<file path="config.mk">
export PLATFORM = sky130hd
export DESIGN_NAME = rv32i_alu_insn_encoder
export DESIGN_NICKNAME = d
export VERILOG_FILES = /design/src/rtl/rv32i_alu_insn_encoder_pkg.sv /design/src/rtl/rv32_skid_buf2.sv /design/src/rtl/rv32i_alu_insn_encoder.sv
export SDC_FILE = /design/constraint.sdc
export NUM_CORES = 1
export LEC_CHECK = 0
export ABC_AREA = 1
export BUFFER_PORTS_ARGS = -buffer_cell sky130_fd_sc_hd__buf_4
export CAP_MARGIN = 20
export CORE_MARGIN = 1
export CORE_UTILIZATION = 60
export CTS_BUF_LIST = sky130_fd_sc_hd__clkbuf_4
export DETAILED_ROUTE_END_ITERATION = 10
export GPL_TIMING_DRIVEN = 0
export HOLD_SLACK_MARGIN = 0.02
export PLACE_DENSITY = 0.87
export RECOVER_POWER = 100
export SLEW_MARGIN = 0
export SYNTH_ARGS = -nofsm -noshare
export SYNTH_HDL_FRONTEND = slang
export SYNTH_SLANG_ARGS = --single-unit
</file>
<file path="constraint.sdc">
create_clock -name clk -period 5.99 [get_ports clk]
set_clock_uncertainty 0.15 [all_clocks]
set_input_delay 0.2995 -clock clk [delete_from_list [all_inputs] [get_ports clk]]
set_output_delay 0.2995 -clock clk [all_outputs]
set_load 0.02 [all_outputs]
</file>
<file path="src/rtl/rv32i_alu_insn_encoder_pkg.sv">
// Shared RV32I opcode/funct constants and the ALU operation codes driven into the encoder.
// The encoded buffer word packs the instruction with its illegal-request flag.
package rv32i_alu_insn_encoder_pkg;

  localparam int ALU_OP_WIDTH = 4;

  localparam logic [ALU_OP_WIDTH-1:0] ALU_OP_ADD  = 4'd0;
  localparam logic [ALU_OP_WIDTH-1:0] ALU_OP_SUB  = 4'd1;
  localparam logic [ALU_OP_WIDTH-1:0] ALU_OP_SLL  = 4'd2;
  localparam logic [ALU_OP_WIDTH-1:0] ALU_OP_SLT  = 4'd3;
  localparam logic [ALU_OP_WIDTH-1:0] ALU_OP_SLTU = 4'd4;
  localparam logic [ALU_OP_WIDTH-1:0] ALU_OP_XOR  = 4'd5;
  localparam logic [ALU_OP_WIDTH-1:0] ALU_OP_SRL  = 4'd6;
  localparam logic [ALU_OP_WIDTH-1:0] ALU_OP_SRA  = 4'd7;
  localparam logic [ALU_OP_WIDTH-1:0] ALU_OP_OR   = 4'd8;
  localparam logic [ALU_OP_WIDTH-1:0] ALU_OP_AND  = 4'd9;

  localparam logic [6:0] RV32_OP     = 7'b0110011;
  localparam logic [6:0] RV32_OP_IMM = 7'b0010011;

  localparam logic [2:0] RV32_FUNCT3_ADD_SUB = 3'b000;
  localparam logic [2:0] RV32_FUNCT3_SLL     = 3'b001;
  localparam logic [2:0] RV32_FUNCT3_SLT     = 3'b010;
  localparam logic [2:0] RV32_FUNCT3_SLTU    = 3'b011;
  localparam logic [2:0] RV32_FUNCT3_XOR     = 3'b100;
  localparam logic [2:0] RV32_FUNCT3_SRA_SRL = 3'b101;
  localparam logic [2:0] RV32_FUNCT3_OR      = 3'b110;
  localparam logic [2:0] RV32_FUNCT3_AND     = 3'b111;

  localparam logic [6:0]  RV32_FUNCT7_ZERO = 7'h00;
  localparam logic [6:0]  RV32_FUNCT7_ALT  = 7'h20;
  localparam logic [31:0] RV32_NOP         = 32'h00000013;

  typedef struct packed {
    logic [31:0] insn;
    logic        err;
  } enc_word_t;

endpackage

</file>
<file path="src/rtl/rv32_skid_buf2.sv">
// Two-entry valid/ready FIFO; output comes straight from the head register and
// in_ready is registered from next-state occupancy so it has no path from in_valid/out_ready.
module rv32_skid_buf2 #(
  parameter int WIDTH = 33
) (
  input  logic             clk,
  input  logic             rst_n,
  input  logic             in_valid,
  output logic             in_ready,
  input  logic [WIDTH-1:0] in_data,
  output logic             out_valid,
  input  logic             out_ready,
  output logic [WIDTH-1:0] out_data
);

  logic [WIDTH-1:0] head, tail, head_n, tail_n;
  logic             head_v, tail_v, head_v_n, tail_v_n;
  logic             ready_q, ready_n;
  logic             push, pop;

  assign push      = in_valid & ready_q;
  assign pop       = head_v & out_ready;
  assign in_ready  = ready_q;
  assign out_valid = head_v;
  assign out_data  = head;

  always_comb begin
    head_n   = head;
    tail_n   = tail;
    head_v_n = head_v;
    tail_v_n = tail_v;
    case ({push, pop})
      2'b10: begin
        if (!head_v) begin
          head_n   = in_data;
          head_v_n = 1'b1;
        end else begin
          tail_n   = in_data;
          tail_v_n = 1'b1;
        end
      end
      2'b01: begin
        head_n   = tail;
        head_v_n = tail_v;
        tail_v_n = 1'b0;
      end
      2'b11: begin
        // Simultaneous push/pop: occupancy unchanged, the queue just shifts.
        if (tail_v) begin
          head_n = tail;
          tail_n = in_data;
        end else begin
          head_n = in_data;
        end
      end
      default: ;
    endcase
    ready_n = ~(head_v_n & tail_v_n);
  end

  always_ff @(posedge clk or negedge rst_n) begin
    if (!rst_n) begin
      head    <= '0;
      tail    <= '0;
      head_v  <= 1'b0;
      tail_v  <= 1'b0;
      ready_q <= 1'b1;
    end else begin
      head    <= head_n;
      tail    <= tail_n;
      head_v  <= head_v_n;
      tail_v  <= tail_v_n;
      ready_q <= ready_n;
    end
  end

endmodule

</file>
<file path="src/rtl/rv32i_alu_insn_encoder.sv">
// Encodes an ALU op plus operands into an RV32I OP / OP-IMM word, buffered through a
// 2-entry skid buffer; illegal requests emit the canonical NOP with out_err set.
module rv32i_alu_insn_encoder
  import rv32i_alu_insn_encoder_pkg::*;
#(
  parameter int CNT_WIDTH = 16
) (
  input  logic                    clk,
  input  logic                    rst_n,
  input  logic                    in_valid,
  output logic                    in_ready,
  input  logic [ALU_OP_WIDTH-1:0] in_alu_op,
  input  logic                    in_use_imm,
  input  logic [4:0]              in_rd,
  input  logic [4:0]              in_rs1,
  input  logic [4:0]              in_rs2,
  input  logic [11:0]             in_imm,
  output logic                    out_valid,
  input  logic                    out_ready,
  output logic [31:0]             out_insn,
  output logic                    out_err,
  output logic [CNT_WIDTH-1:0]    insn_cnt
);

  enc_word_t enc, head;
  logic [2:0] funct3;
  logic [6:0] funct7;
  logic       legal, is_shift;

  always_comb begin
    funct3   = RV32_FUNCT3_ADD_SUB;
    funct7   = RV32_FUNCT7_ZERO;
    legal    = 1'b1;
    is_shift = 1'b0;
    case (in_alu_op)
      ALU_OP_ADD:  funct3 = RV32_FUNCT3_ADD_SUB;
      ALU_OP_SUB:  begin funct3 = RV32_FUNCT3_ADD_SUB; funct7 = RV32_FUNCT7_ALT; end
      ALU_OP_SLL:  begin funct3 = RV32_FUNCT3_SLL; is_shift = 1'b1; end
      ALU_OP_SLT:  funct3 = RV32_FUNCT3_SLT;
      ALU_OP_SLTU: funct3 = RV32_FUNCT3_SLTU;
      ALU_OP_XOR:  funct3 = RV32_FUNCT3_XOR;
      ALU_OP_SRL:  begin funct3 = RV32_FUNCT3_SRA_SRL; is_shift = 1'b1; end
      ALU_OP_SRA:  begin funct3 = RV32_FUNCT3_SRA_SRL; funct7 = RV32_FUNCT7_ALT; is_shift = 1'b1; end
      ALU_OP_OR:   funct3 = RV32_FUNCT3_OR;
      ALU_OP_AND:  funct3 = RV32_FUNCT3_AND;
      default:     legal = 1'b0;
    endcase

    if (in_use_imm) begin
      if (in_alu_op == ALU_OP_SUB) legal = 1'b0;
      if (is_shift && (in_imm[11:5] != 7'd0)) legal = 1'b0;
      if (is_shift)
        enc.insn = {funct7, in_imm[4:0], in_rs1, funct3, in_rd, RV32_OP_IMM};
      else
        enc.insn = {in_imm, in_rs1, funct3, in_rd, RV32_OP_IMM};
    end else begin
      enc.insn = {funct7, in_rs2, in_rs1, funct3, in_rd, RV32_OP};
    end
    enc.err = ~legal;
    if (!legal) enc.insn = RV32_NOP;
  end

  rv32_skid_buf2 #(.WIDTH(33)) u_skid (
    .clk       (clk),
    .rst_n     (rst_n),
    .in_valid  (in_valid),
    .in_ready  (in_ready),
    .in_data   (enc),
    .out_valid (out_valid),
    .out_ready (out_ready),
    .out_data  (head)
  );

  assign out_insn = head.insn;
  assign out_err  = head.err;

  always_ff @(posedge clk or negedge rst_n) begin
    if (!rst_n)
      insn_cnt <= '0;
    else if (out_valid && out_ready)
      insn_cnt <= insn_cnt + 1'b1;
  end

endmodule

</file>
==> results.md, run 1 <==
- Post-synthesis sequential area ratio: 48.5%
- First-pass GRT wire length: 15500 um
- Cell with the most instances after synthesis: dfrtp_1
- Final Hold Vio Count: 0
- HPWL Detailed: 6850 um
- Die area: 6780 sq um
- Number of global-route vias before repair: 3366
- Peak supply drop: 0.234 mV
- Vias per std cell: 5.52
- Cell Chain, Critical Path: nand2_1, inv_1, ha_1, o21ai_0, clkbuf_1, o21ai_0, inv_1, a21oi_2
- Via Count: 3602
- Routed WL per cell: 14.9 um
- Initial DRC count: 307
- Area leader, netlist: dfrtp_1
- Core area: 6060 sq um
- Leak pwr: 2.28 nW
- Postcts setup bufs: 0
- Diodes inserted: 0
- RSZ-0062 raised after global routing: no
- Clock latency on the worst-skew pair: 0.42 ns
- FP Rows: 28
- Mapped Area: 3870 sq um
- Slowest cell delay on critical path: 0.72 ns
- Synth Area per Inst: 8.31 sq um
- Worst slew pin tran: 0.950 ns
- H-tree depth: 3
- Final worst slack: 2.89 ns
- #FFs+latches synth: 75
- RR Endpoint: u_skid.out_data[25]
- Bufs on Longest Clock Path: 2
- Crit path arrival time: 3.27 ns
- Slowest cell on the critical path: o21ai_0
- Ys Warns: 0
- Hold_buf cts: 11
- Cell variety after synth: 31
- Layout area overhead: 18.5%
- Status: finished, final reports clean
- # fillers: 459
- Setup Viol. Count Final: 0
- Placed insts: 626
- Fmax: 0.323 GHz
- Maximum Capacitance Violations: 0
- Total CTS buffers: 9
- Reg2reg path depth: 8
- Die X: 82.3 um
- Clk slew on worst S/H paths: 0.12 ns
- Setup crit end kind: register
- Top Family by Delay on Critical Path: compound AO/OA/AOI/OAI gates
- Layout cells sized above 1: 16.6%
- Port Buf Inserts: 83
- Finished Layout Cells: 653
- Minimum clock period: 3.10 ns
- Total global-route track usage: 31.0%
- Pwr Total: 0.00203 W
- Max FO, Critical Path: 10
- RR Startpoint: u_skid.out_valid
- Initial core utilization: 63.9%
- Total Wirelength: 9750 um
- Number of nets in the layout: 613
- FFs w/ async S/R, synth: 100%
- Mapped Cells: 466
- Die Ht: 82.3 um
- Post-synth top area share: 47.8%
- Critical Path Start Type: register
- Pre-CTS setup slack: 3.78 ns
- GPL Wtd Cong: 0.956
- CTS tree: yes
- TritonCTS Sinks: 75
- Part of the cycle the worst path needs: 51.7%
- Worst Hold Class: in -> reg
- Drt pass-1 iters: 5
- CTS root buffer: clkbuf_4
- R2R setup slack: 2.89 ns
- Critical path required time: 6.17 ns
- Congestion Overflow GR: 0
- Largest net degree at the start of global routing: 76
- Final ANT Viol Nets: 0
- Worst slew margin: 36.6%
- Initial antenna violation count: 0
- PostCTS Resize Cnt: 0
- Slew Limit Fails: 0
- Top FF cell, synth: dfrtp_1
- Utilization after layout: 75.7%
- Crit path kind: reg -> reg
- Post-synth top cells: dfrtp_1, inv_1, nand3_1, nand2_1, nor2_1
- # IOs: 87
- TNS Setup: 0 ns
- PD cells: 442 nW/um^2
- Post-synth EDFFs: 0
- Residual DRC: 0
- Worst Hold Launch: in_rs2[0]
- Buf/Inv on CP: 3
- Ranking of synthesized cells by area: dfrtp_1, nand3_1, inv_1, nand2_1, nor2_1
- Worst Hold End: u_skid.tail[21]
- Worst hold path cell count: 5
flip-flops by register name, summed over array words and instances, names as in the netlist:
register          flops
u_skid.out_data      28
u_skid.tail          28
u_skid.out_valid      1
u_skid.in_ready       1
u_skid.tail_v         1
insn_cnt             16
where the power goes:
group	leakage (nW)	internal (W)	total (W)	switching, W
Sequential	0.933	0.000700	0.000809	0.000109
Combinational	1.27	0.000285	0.000901	0.000617
Clock	0.0794	0.000145	0.000318	0.000174
Total	2.28	0.00113	0.00203	0.000900
area by class of cell:
| cell class | count | area (sq um) | area share [%] |
|---|---|---|---|
| Clock buffer | 13 | 97.6 | 2.13 |
| Inverter | 75 | 282 | 6.13 |
| Sequential cell | 75 | 1880 | 40.9 |
| Multi-Input combinational cell | 293 | 1490 | 32.6 |
| Tap cell | 75 | 93.8 | 2.04 |
| Clock inverter | 3 | 38.8 | 0.845 |
| Buffer | 25 | 141 | 3.08 |
| Timing Repair Buffer | 94 | 564 | 12.3 |
stage by stage:
step           instance area [sq um]  hold slack (ns)
2_1_floorplan                   3880           -0.146
3_3_place_gp                    4600            0.284
3_5_place_dp                    4600            0.292
4_1_cts                         4840           0.0762
5_1_grt                         4590           0.0853
6_report                        4590           0.0833
cell usage in the layout (no fill, tap or decap), types with 2 or more instances in the layout:
master / count
dfrtp_1: 74
inv_1: 72
nand3_1: 57
nand2_1: 55
nor2_1: 55
o21ai_0: 53
clkbuf_1: 52
buf_4: 41
a21oi_2: 17
clkbuf_4: 15
a21oi_1: 14
buf_2: 11
dlygate4sd3_1: 11
xor2_1: 7
o21ai_1: 6
xnor2_1: 6
nor3_1: 4
ha_1: 4
inv_2: 3
conb_1: 3
nor2_2: 2
o22ai_1: 2
buf_6: 2
nand4_1: 2
tightest hold or removal path, cell delays in order:
cell     delay [ns]
buf_4          0.08
nand2_1        0.04
nand2_1        0.07
nand3_1        0.07
o21ai_0        0.06
worst max-delay path by stage:
stage	to	slack, ns	cells past startpoint	startpoint
2_1_floorplan	u_skid.out_data[14]	3.97	10	u_skid.out_valid
6_report	u_skid.out_data[25]	2.89	8	u_skid.out_valid
3_3_place_gp	u_skid.tail[12]	3.83	8	u_skid.out_valid
5_1_grt	u_skid.out_data[25]	2.79	8	u_skid.out_valid
3_5_place_dp	u_skid.out_data[14]	3.78	10	u_skid.out_valid
4_1_cts	u_skid.out_data[14]	3.76	10	u_skid.out_valid
per-layer routing:
layer | track usage, % | share of wire [%] | vias to the layer above
met5 | 0 | 0 | -
met4 | 13.9 | 2.5 | 0
met3 | 6.26 | 7.4 | 29
met2 | 52.4 | 50 | 167
met1 | 38.1 | 40 | 1710
li1 | - | - | 1696
kinds of logic after synthesis:
logic type | share of synthesized area [%]
AND/OR/NAND/NOR | 21.5
buffers and inverters | 11.4
AO/OA/AOI/OAI | 14.3
flip-flops | 48.5
XOR/XNOR | 2.94
adder cells (fa/ha/maj) | 1.29
other | 0.0968
(Power assumes the default switching activity.)
==> run 2, diff against run 1 <==
--- a/config.mk
+++ b/config.mk
@@ -9,12 +9,12 @@
 export BUFFER_PORTS_ARGS = -buffer_cell sky130_fd_sc_hd__buf_4
 export CAP_MARGIN = 20
 export CORE_MARGIN = 1
-export CORE_UTILIZATION = 60
+export CORE_UTILIZATION = 56
 export CTS_BUF_LIST = sky130_fd_sc_hd__clkbuf_4
 export DETAILED_ROUTE_END_ITERATION = 10
 export GPL_TIMING_DRIVEN = 0
 export HOLD_SLACK_MARGIN = 0.02
-export PLACE_DENSITY = 0.87
+export PLACE_DENSITY = 0.82
 export RECOVER_POWER = 100
 export SLEW_MARGIN = 0
 export SYNTH_ARGS = -nofsm -noshare
==> constraint.sdc (replaced) <==
create_clock -name clk -period 3 [get_ports clk]
set_clock_uncertainty 0.15 [all_clocks]
set_input_delay 0.15 -clock clk [delete_from_list [all_inputs] [get_ports clk]]
set_output_delay 0.15 -clock clk [all_outputs]
set_load 0.02 [all_outputs]
==> run 2 against run 1 <==
Compared with the run above: the flow now finishes with violations (max-capacitance violations, max-slew violations); first-iteration DRC count is 7.2% lower; via count is 0.11% higher; die area is 7.0% higher; cell count is 3.4% higher.
==> results.md, run 2 (same netlist as run 1, synthesis figures left out) <==
- Initial antenna violation count: 0 (unchanged)
- HPWL Detailed: 6440 um (-5.9%)
- Fin Hold WS: 0.0543 ns (-0.0291 ns)
- Critical path required time: 3.17 ns (-3.00 ns)
- Final ANT Viol Nets: 0 (unchanged)
- RSZ-0062 raised after global routing: no
- Clk slew on worst S/H paths: 0.13 ns (about the same)
- Finished Layout Cells: 675 (+3.4%)
- Number of global-route vias before repair: 3501 (+4.0%)
- Sequential Power Share: 38.6% (-1.3 points)
- Diodes inserted: 0 (unchanged)
- Routed WL per cell: 14.5 um (-2.9%)
- Max FO, Critical Path: 10 (unchanged)
- Layout area overhead: 24.3%
- Slowest cell on the critical path: dfrtp_1
- CTS root buffer: clkbuf_4
- Worst slew margin: -21.6% (-58 points)
- Initial DRC count: 285 (-7.2%)
- Final Hold Vio Count: 0 (unchanged)
- Worst Hold Class: in -> reg
- Drt pass-1 iters: 5 (unchanged)
- Part of the cycle the worst path needs: 84.3% (+33 points)
- Critical Path Start Type: register
- Bufs on Longest Clock Path: 2 (unchanged)
- Port Buf Inserts: 83 (unchanged)
- Status: finished with violations
- Metal-1 WL: 4190 um (+6.8%)
- Die area: 7250 sq um (+7.0%)
- Residual DRC: 0 (unchanged)
- Die X: 85.2 um (+3.4%)
- Total global-route track usage: 29.1% (-1.9 points)
- FP Rows: 29 (+3.6%)
- Utilization after layout: 74.1% (-1.6 points)
- Switching part of the total: 43.1% (-1.2 points)
- Initial core utilization: 59.6% (-4.3 points)
- Psw: 0.00182 W (+100%)
- Setup Viol. Count Final: 0 (unchanged)
- PD cells: 875 nW/um^2 (+98%)
- Failing checks: max-capacitance violations, max-slew violations
- Slowest cell delay on critical path: 0.49 ns (-0.23 ns)
- Maximum Capacitance Violations: 1 (+1)
- Peak supply drop: 0.487 mV (+110%)
- Clock latency on the worst-skew pair: 0.41 ns (about the same)
- GPL Wtd Cong: 0.863 (-9.6%)
- Fmax: 0.395 GHz (+22%)
- Most common cell after layout, fill and taps aside: dfrtp_1
- Total CTS buffers: 9 (unchanged)
- CTS tree: yes
- # fillers: 530 (+15%)
- Setup crit end kind: register
- Topmost layer with routed signal wires: met4
- Slew Limit Fails: 76 (+76)
- Congestion Overflow GR: 0 (unchanged)
- Number of nets in the layout: 633 (+3.3%)
- Core area: 6490 sq um (+7.2%)
- # IOs: 87 (unchanged)
- Combinational share of power: 42.6% (-1.8 points)
- Worst slew pin tran: 1.82 ns (+0.874 ns)
- Wire length on met3: 519 um (-28%)
- Crit path kind: reg -> reg
- H-tree depth: 3 (unchanged)
- TNS Setup: 0 ns (unchanged)
- Largest net degree at the start of global routing: 76 (unchanged)
- Pint: 0.00240 W (+110%)
- TritonCTS Sinks: 75 (unchanged)
- Placed insts: 628 (+0.32%)
- Vias per std cell: 5.34 (-3.2%)
- First-pass GRT wire length: 16500 um (+6.7%)
- Crit path arrival time: 2.70 ns (-0.57 ns)
- Most frequent cells in the layout: dfrtp_1, inv_1, nand3_1, nor2_1, nand2_1
- Minimum clock period: 2.53 ns (-0.566 ns)
- Clock power frac: 18.8% (+3.1 points)
- Total Wirelength: 9780 um (+0.33%)
- Met2 WL: 4910 um (+0.93%)
- Leak pwr: 2.38 nW (+4.5%)
- Die Ht: 85.2 um (+3.4%)
- Postcts setup bufs: 0 (unchanged)
- Layout cells sized above 1: 14.9% (-1.7 points)
- Cell Chain, Critical Path: nand2_4, inv_1, ha_1, nor2_1, nor2_4, o21ai_2, clkbuf_1, o21ai_0, a21oi_1, nor2_1
- CP dominant cell by count: nor2_1
- Via Count: 3606 (+0.11%)
==> run 2: cell count changes in the layout (fill, tap and decap cells not counted), sizes merged <==
cell / previous run / this run
buf: 54 / 52
clkbuf: 67 / 65
dlygate4sd3: 11 / 31
bufinv: 1 / 3
inv: 75 / 76
clkinvlp: 0 / 1
==> run 2: final cells by class <==
cell class | count | area (sq um) | area share [%]
plain buffers | 25 | 141 | 2.94
clock buffers | 9 | 67.6 | 1.40
clock inverters | 7 | 115 | 2.39
inverters | 75 | 282 | 5.85
multi-input cells | 293 | 1480 | 30.6
flip-flops and latches | 75 | 1880 | 39.0
well taps | 77 | 96.3 | 2.00
repair buffers | 114 | 758 | 15.8
==> run 2: routing by layer <==
metal / vias to the layer above / track usage, %
met5: - / 0
met4: 0 / 10.5
met3: 17 / 4.09
met2: 128 / 49.2
met1: 1736 / 38.5
li1: 1725 / -
==> run 2: repair_timing <==
action                                  4_1_cts  5_1_grt
hold buffers                                 31        0
endpoints found under the hold margin       121        0
resized for setup                             0        0
endpoints found under the setup margin        0        0
==> run 2: power by group through the flow <==
stage | Sequential (W) | Clock, W | Combinational (W)
after floorplan | 0.00191 | 0 | 0.00100
after global placement | 0.00163 | 0 | 0.00195
after detailed placement | 0.00165 | 0 | 0.00202
after CTS | 0.00163 | 0.000795 | 0.00206
after global routing | 0.00167 | 0.000838 | 0.00200
final | 0.00162 | 0.000791 | 0.00180
==> run 2: final timing paths <==
kind                                   from                  end  slack [ns]  depth (start not counted)
min                            in_alu_op[0]      u_skid.tail[31]        0.05                          5
max in group asynchronous             rst_n      u_skid.tail[30]        1.02                          2
min reg2reg                  u_skid.tail[5]       u_skid.tail[5]        0.34                          2
max                        u_skid.out_valid  u_skid.out_data[14]        0.47                         10
max reg2reg                u_skid.out_valid  u_skid.out_data[14]        0.47                         10
min in group asynchronous             rst_n         insn_cnt[13]        0.62                          2
==> run 2: critical path, delay by kind of cell (launching register included) <==
| family | cells | cell delay (ns) |
|---|---|---|
| simple gates | 4 | 0.50 |
| flops | 1 | 0.49 |
| compound gates | 3 | 0.50 |
| buf+inv | 2 | 0.56 |
| fa+ha+maj | 1 | 0.25 |
==> run 2: stage by stage <==
| stage | cell area (sq um) | worst slack (ns) | total power (W) |
|---|---|---|---|
| 2_1_floorplan | 3880 | 0.979 | 0.00291 |
| 5_1_grt | 4810 | 0.344 | 0.00450 |
| 6_report | 4810 | 0.471 | 0.00421 |
| 4_1_cts | 5090 | 0.733 | 0.00449 |
| 3_3_place_gp | 4600 | 0.849 | 0.00358 |
| 3_5_place_dp | 4600 | 0.773 | 0.00367 |
==> run 3, diff against run 2 <==
--- a/config.mk
+++ b/config.mk
@@ -5,11 +5,11 @@
 export SDC_FILE = /design/constraint.sdc
 export NUM_CORES = 1
 export LEC_CHECK = 0
-export ABC_AREA = 1
+export ABC_AREA = 0
 export BUFFER_PORTS_ARGS = -buffer_cell sky130_fd_sc_hd__buf_4
 export CAP_MARGIN = 20
 export CORE_MARGIN = 1
-export CORE_UTILIZATION = 56
+export CORE_UTILIZATION = 55
 export CTS_BUF_LIST = sky130_fd_sc_hd__clkbuf_4
 export DETAILED_ROUTE_END_ITERATION = 10
 export GPL_TIMING_DRIVEN = 0
==> constraint.sdc (replaced) <==
create_clock -name clk -period 2.5 [get_ports clk]
set_clock_uncertainty 0.15 [all_clocks]
set_input_delay 0.125 -clock clk [delete_from_list [all_inputs] [get_ports clk]]
set_output_delay 0.125 -clock clk [all_outputs]
set_load 0.02 [all_outputs]
==> run 3 against run 2 <==
Compared with the run above: the run still ends with max-capacitance violations, max-slew violations left; via count is 15% lower; clock-buffer cell count is 1 higher; cell area is 6.6% lower; combinational power is 8% higher; global-route usage is 1.5 points lower; first-iteration DRC count is 31% lower; die area is 7.8% lower; routed wire length is 11% lower; hold slack better by 0.028 ns; power is 8.5% higher; critical endpoint is now u_skid.out_data[12]; largest cell class unchanged.
==> results.md, run 3 <==
- Status: finished with violations
- Failing checks: max-capacitance violations, max-slew violations
- FFs w/ async S/R, synth: 100% (unchanged)
- Layout cells sized above 1: 20.0% (+5.1 points)
- Total global-route track usage: 27.6% (-1.5 points)
- Crit path kind: reg -> reg
- Vias per std cell: 5.69 (+6.5%)
- Pwr Total: 0.00457 W (+8.5%)
- Worst Hold Class: in -> reg
- Combinational share of power: 42.6% (about the same)
- Final ANT Viol Nets: 0 (unchanged)
- Critical path required time: 2.68 ns (-0.49 ns)
- Ys Warns: 0 (unchanged)
- Cell variety after synth: 46 (+48%)
- Most frequent cells in the layout: dfrtp_1, clkbuf_1, buf_4, dlygate4sd3_1, a21oi_1
- Post-synth top cells: dfrtp_1, a21oi_1, nand2_1, a22oi_1, nor2_1
- HPWL Detailed: 5780 um (-10%)
- Most common cell after layout, fill and taps aside: dfrtp_1
- Switching part of the total: 42.8% (-0.32 points)
- Die X: 81.8 um (-4.0%)
- Die Ht: 81.8 um (-4.0%)
- Clk slew on worst S/H paths: 0.12 ns (about the same)
- Layout area overhead: 28.5%
- Final Hold Vio Count: 0 (unchanged)
- H-tree depth: 3 (unchanged)
- Pint: 0.00261 W (+9.1%)
- Diodes inserted: 0 (unchanged)
- Clock power frac: 13.8% (-5.0 points)
- Initial DRC count: 196 (-31%)
- # IOs: 87 (unchanged)
- Fmax: 0.421 GHz (+6.5%)
- Critical Path Start Type: register
- Core area: 6030 sq um (-7.2%)
- Post-synth EDFFs: 0 (unchanged)
- Minimum clock period: 2.38 ns (-0.154 ns)
- Ranking of synthesized cells by area: dfrtp_1, a22oi_1, a22o_1, a21oi_1, xnor2_1
- PD cells: 1020 nW/um^2 (+16%)
- Clock latency on the worst-skew pair: 0.40 ns (about the same)
- Bufs on Longest Clock Path: 2 (unchanged)
- #FFs+latches synth: 75 (unchanged)
- Max FO, Critical Path: 10 (unchanged)
- GPL Wtd Cong: 0.913 (+5.7%)
- Congestion Overflow GR: 0 (unchanged)
- Largest net degree at the start of global routing: 76 (unchanged)
- CTS tree: yes
- TNS Setup: 0 ns (unchanged)
- Leak pwr: 2.04 nW (-14%)
- Total Wirelength: 8720 um (-11%)
- Mapped Area: 3500 sq um (-9.7%)
- Number of global-route vias before repair: 2873 (-18%)
- Psw: 0.00196 W (+7.7%)
- Die area: 6680 sq um (-7.8%)
- Sequential Area: 1880 sq um (unchanged)
- Part of the cycle the worst path needs: 95.0% (+11 points)
- Utilization after layout: 74.6% (+0.50 points)
- Crit path arrival time: 2.56 ns (-0.14 ns)
- # fillers: 469 (-12%)
- Mapped Cells: 328 (-30%)
- Area leader, netlist: dfrtp_1
- Initial antenna violation count: 0 (unchanged)
- Worst Hold Launch: in_imm[10]
- Maximum Capacitance Violations: 1 (unchanged)
- Drt pass-1 iters: 4 (-1)
- Synth Area per Inst: 10.7 sq um (+28%)
- Port Buf Inserts: 81 (-2.4%)
- Slew Limit Fails: 76 (unchanged)
- Initial core utilization: 58.1% (-1.6 points)
- Final worst slack: 0.124 ns (-0.346 ns)
- Post-synthesis sequential area ratio: 53.7% (+5.2 points)
- Cell with the most instances after synthesis: dfrtp_1
- Residual DRC: 0 (unchanged)
- RR Startpoint: u_skid.in_ready
- Routed WL per cell: 16.3 um (+12%)
- Setup Viol. Count Final: 0 (unchanged)
- Worst slew pin tran: 1.87 ns (+0.0455 ns)
- Area of the multi-input gates: 1450 sq um (-2.0%)
- CTS root buffer: clkbuf_4
- CP startpoint: u_skid.in_ready
- Setup crit end kind: register
- TritonCTS Sinks: 75 (unchanged)
- Peak supply drop: 0.544 mV (+12%)
- Total CTS buffers: 9 (unchanged)
- Worst slew margin: -24.7% (-3.0 points)
- First-pass GRT wire length: 13700 um (-17%)
- Via Count: 3049 (-15%)
- FP Rows: 28 (-3.4%)
- Pre-CTS setup slack: -0.160 ns (-0.933 ns)
- Number of nets in the layout: 496 (-22%)
- Post-synth top area share: 52.9% (+5.1 points)
- Top FF cell, synth: dfrtp_1
- Sequential Power Share: 43.7% (+5.1 points)
[run 3: cell type report]
class                           count  share of cell area (%)
Tap cell                           75                    2.09
Sequential cell                    75                    41.8
Clock buffer                       10                    1.67
Timing Repair Buffer              115                    17.0
Buffer                             23                    2.98
Multi-Input combinational cell    214                    32.2
Inverter                           18                    1.61
Clock inverter                      6                   0.724
[run 3: repair_timing]
action	4_1_cts	5_1_grt
setup endpoints to repair	41	42
hold buffers	30	0
hold endpoints to repair	121	0
setup buffers	0	4
pin swaps	0	1
gates resized for setup	6	6
[run 3: worst paths after layout]
| check | slack (ns) | depth (start not counted) | end |
|---|---|---|---|
| setup / recovery | 0.12 | 9 | u_skid.out_data[12] |
| min in group asynchronous | 0.57 | 2 | insn_cnt[7] |
| max in group asynchronous | 0.48 | 2 | u_skid.out_data[15] |
| setup reg to reg | 0.12 | 9 | u_skid.out_data[12] |
| hold / removal | 0.08 | 5 | u_skid.tail[31] |
| hold reg to reg | 0.34 | 1 | u_skid.tail[5] |
[run 3: worst max-delay path: stages, from the launching register on]
cell      delay [ns]
dfstp_2         0.59
nand2_1         0.11
inv_1           0.12
ha_2            0.24
nand2b_4        0.08
nand2_4         0.10
or4b_1          0.43
buf_2           0.20
buf_6           0.18
o21ai_2         0.12
[run 3: power groups by stage]
| stage | registers (W) | clock network, W | logic (W) |
|---|---|---|---|
| final | 0.00200 | 0.000630 | 0.00194 |
| after global routing | 0.00205 | 0.000686 | 0.00213 |
| after CTS | 0.00200 | 0.000632 | 0.00215 |
| after detailed placement | 0.00202 | 0 | 0.00209 |
| after global placement | 0.00200 | 0 | 0.00204 |
| after floorplan | 0.00231 | 0 | 0.000948 |
[run 3: cell families (layout without fill, tap and decap cells)]
family / count (synthesis) / in the layout / share of synthesized area [%]
muxes: 8 / 8 / 2.36
DFF: 75 / 75 / 53.7
xor gates and xnor gates: 15 / 15 / 3.76
adders and majority gates: 5 / 5 / 1.72
AOI/OAI and AO/OA: 109 / 109 / 22.2
buffers and inverters: 41 / 172 / 5.69
and+or+nand+nor: 74 / 74 / 10.5
other: 1 / 3 / 0.107
[run 3: per-layer routing]
metal / global-route usage [%] / share of wire (%) / wire (um)
met5: 0 / 0 / 0
met4: 10.5 / 1.4 / 121
met3: 4.22 / 5.2 / 457
met2: 45.5 / 50 / 4340
met1: 36.8 / 44 / 3800
[run 3: metrics by stage]
step / std cells / instance area [sq um] / hold WS (ns)
detailed placement: 486 / 4210 / 0.175
floorplan: 330 / 3510 / -0.321
global route: 536 / 4500 / 0.0939
finish: 536 / 4500 / 0.0825
global placement: 486 / 4210 / 0.170
CTS: 532 / 4630 / 0.0621
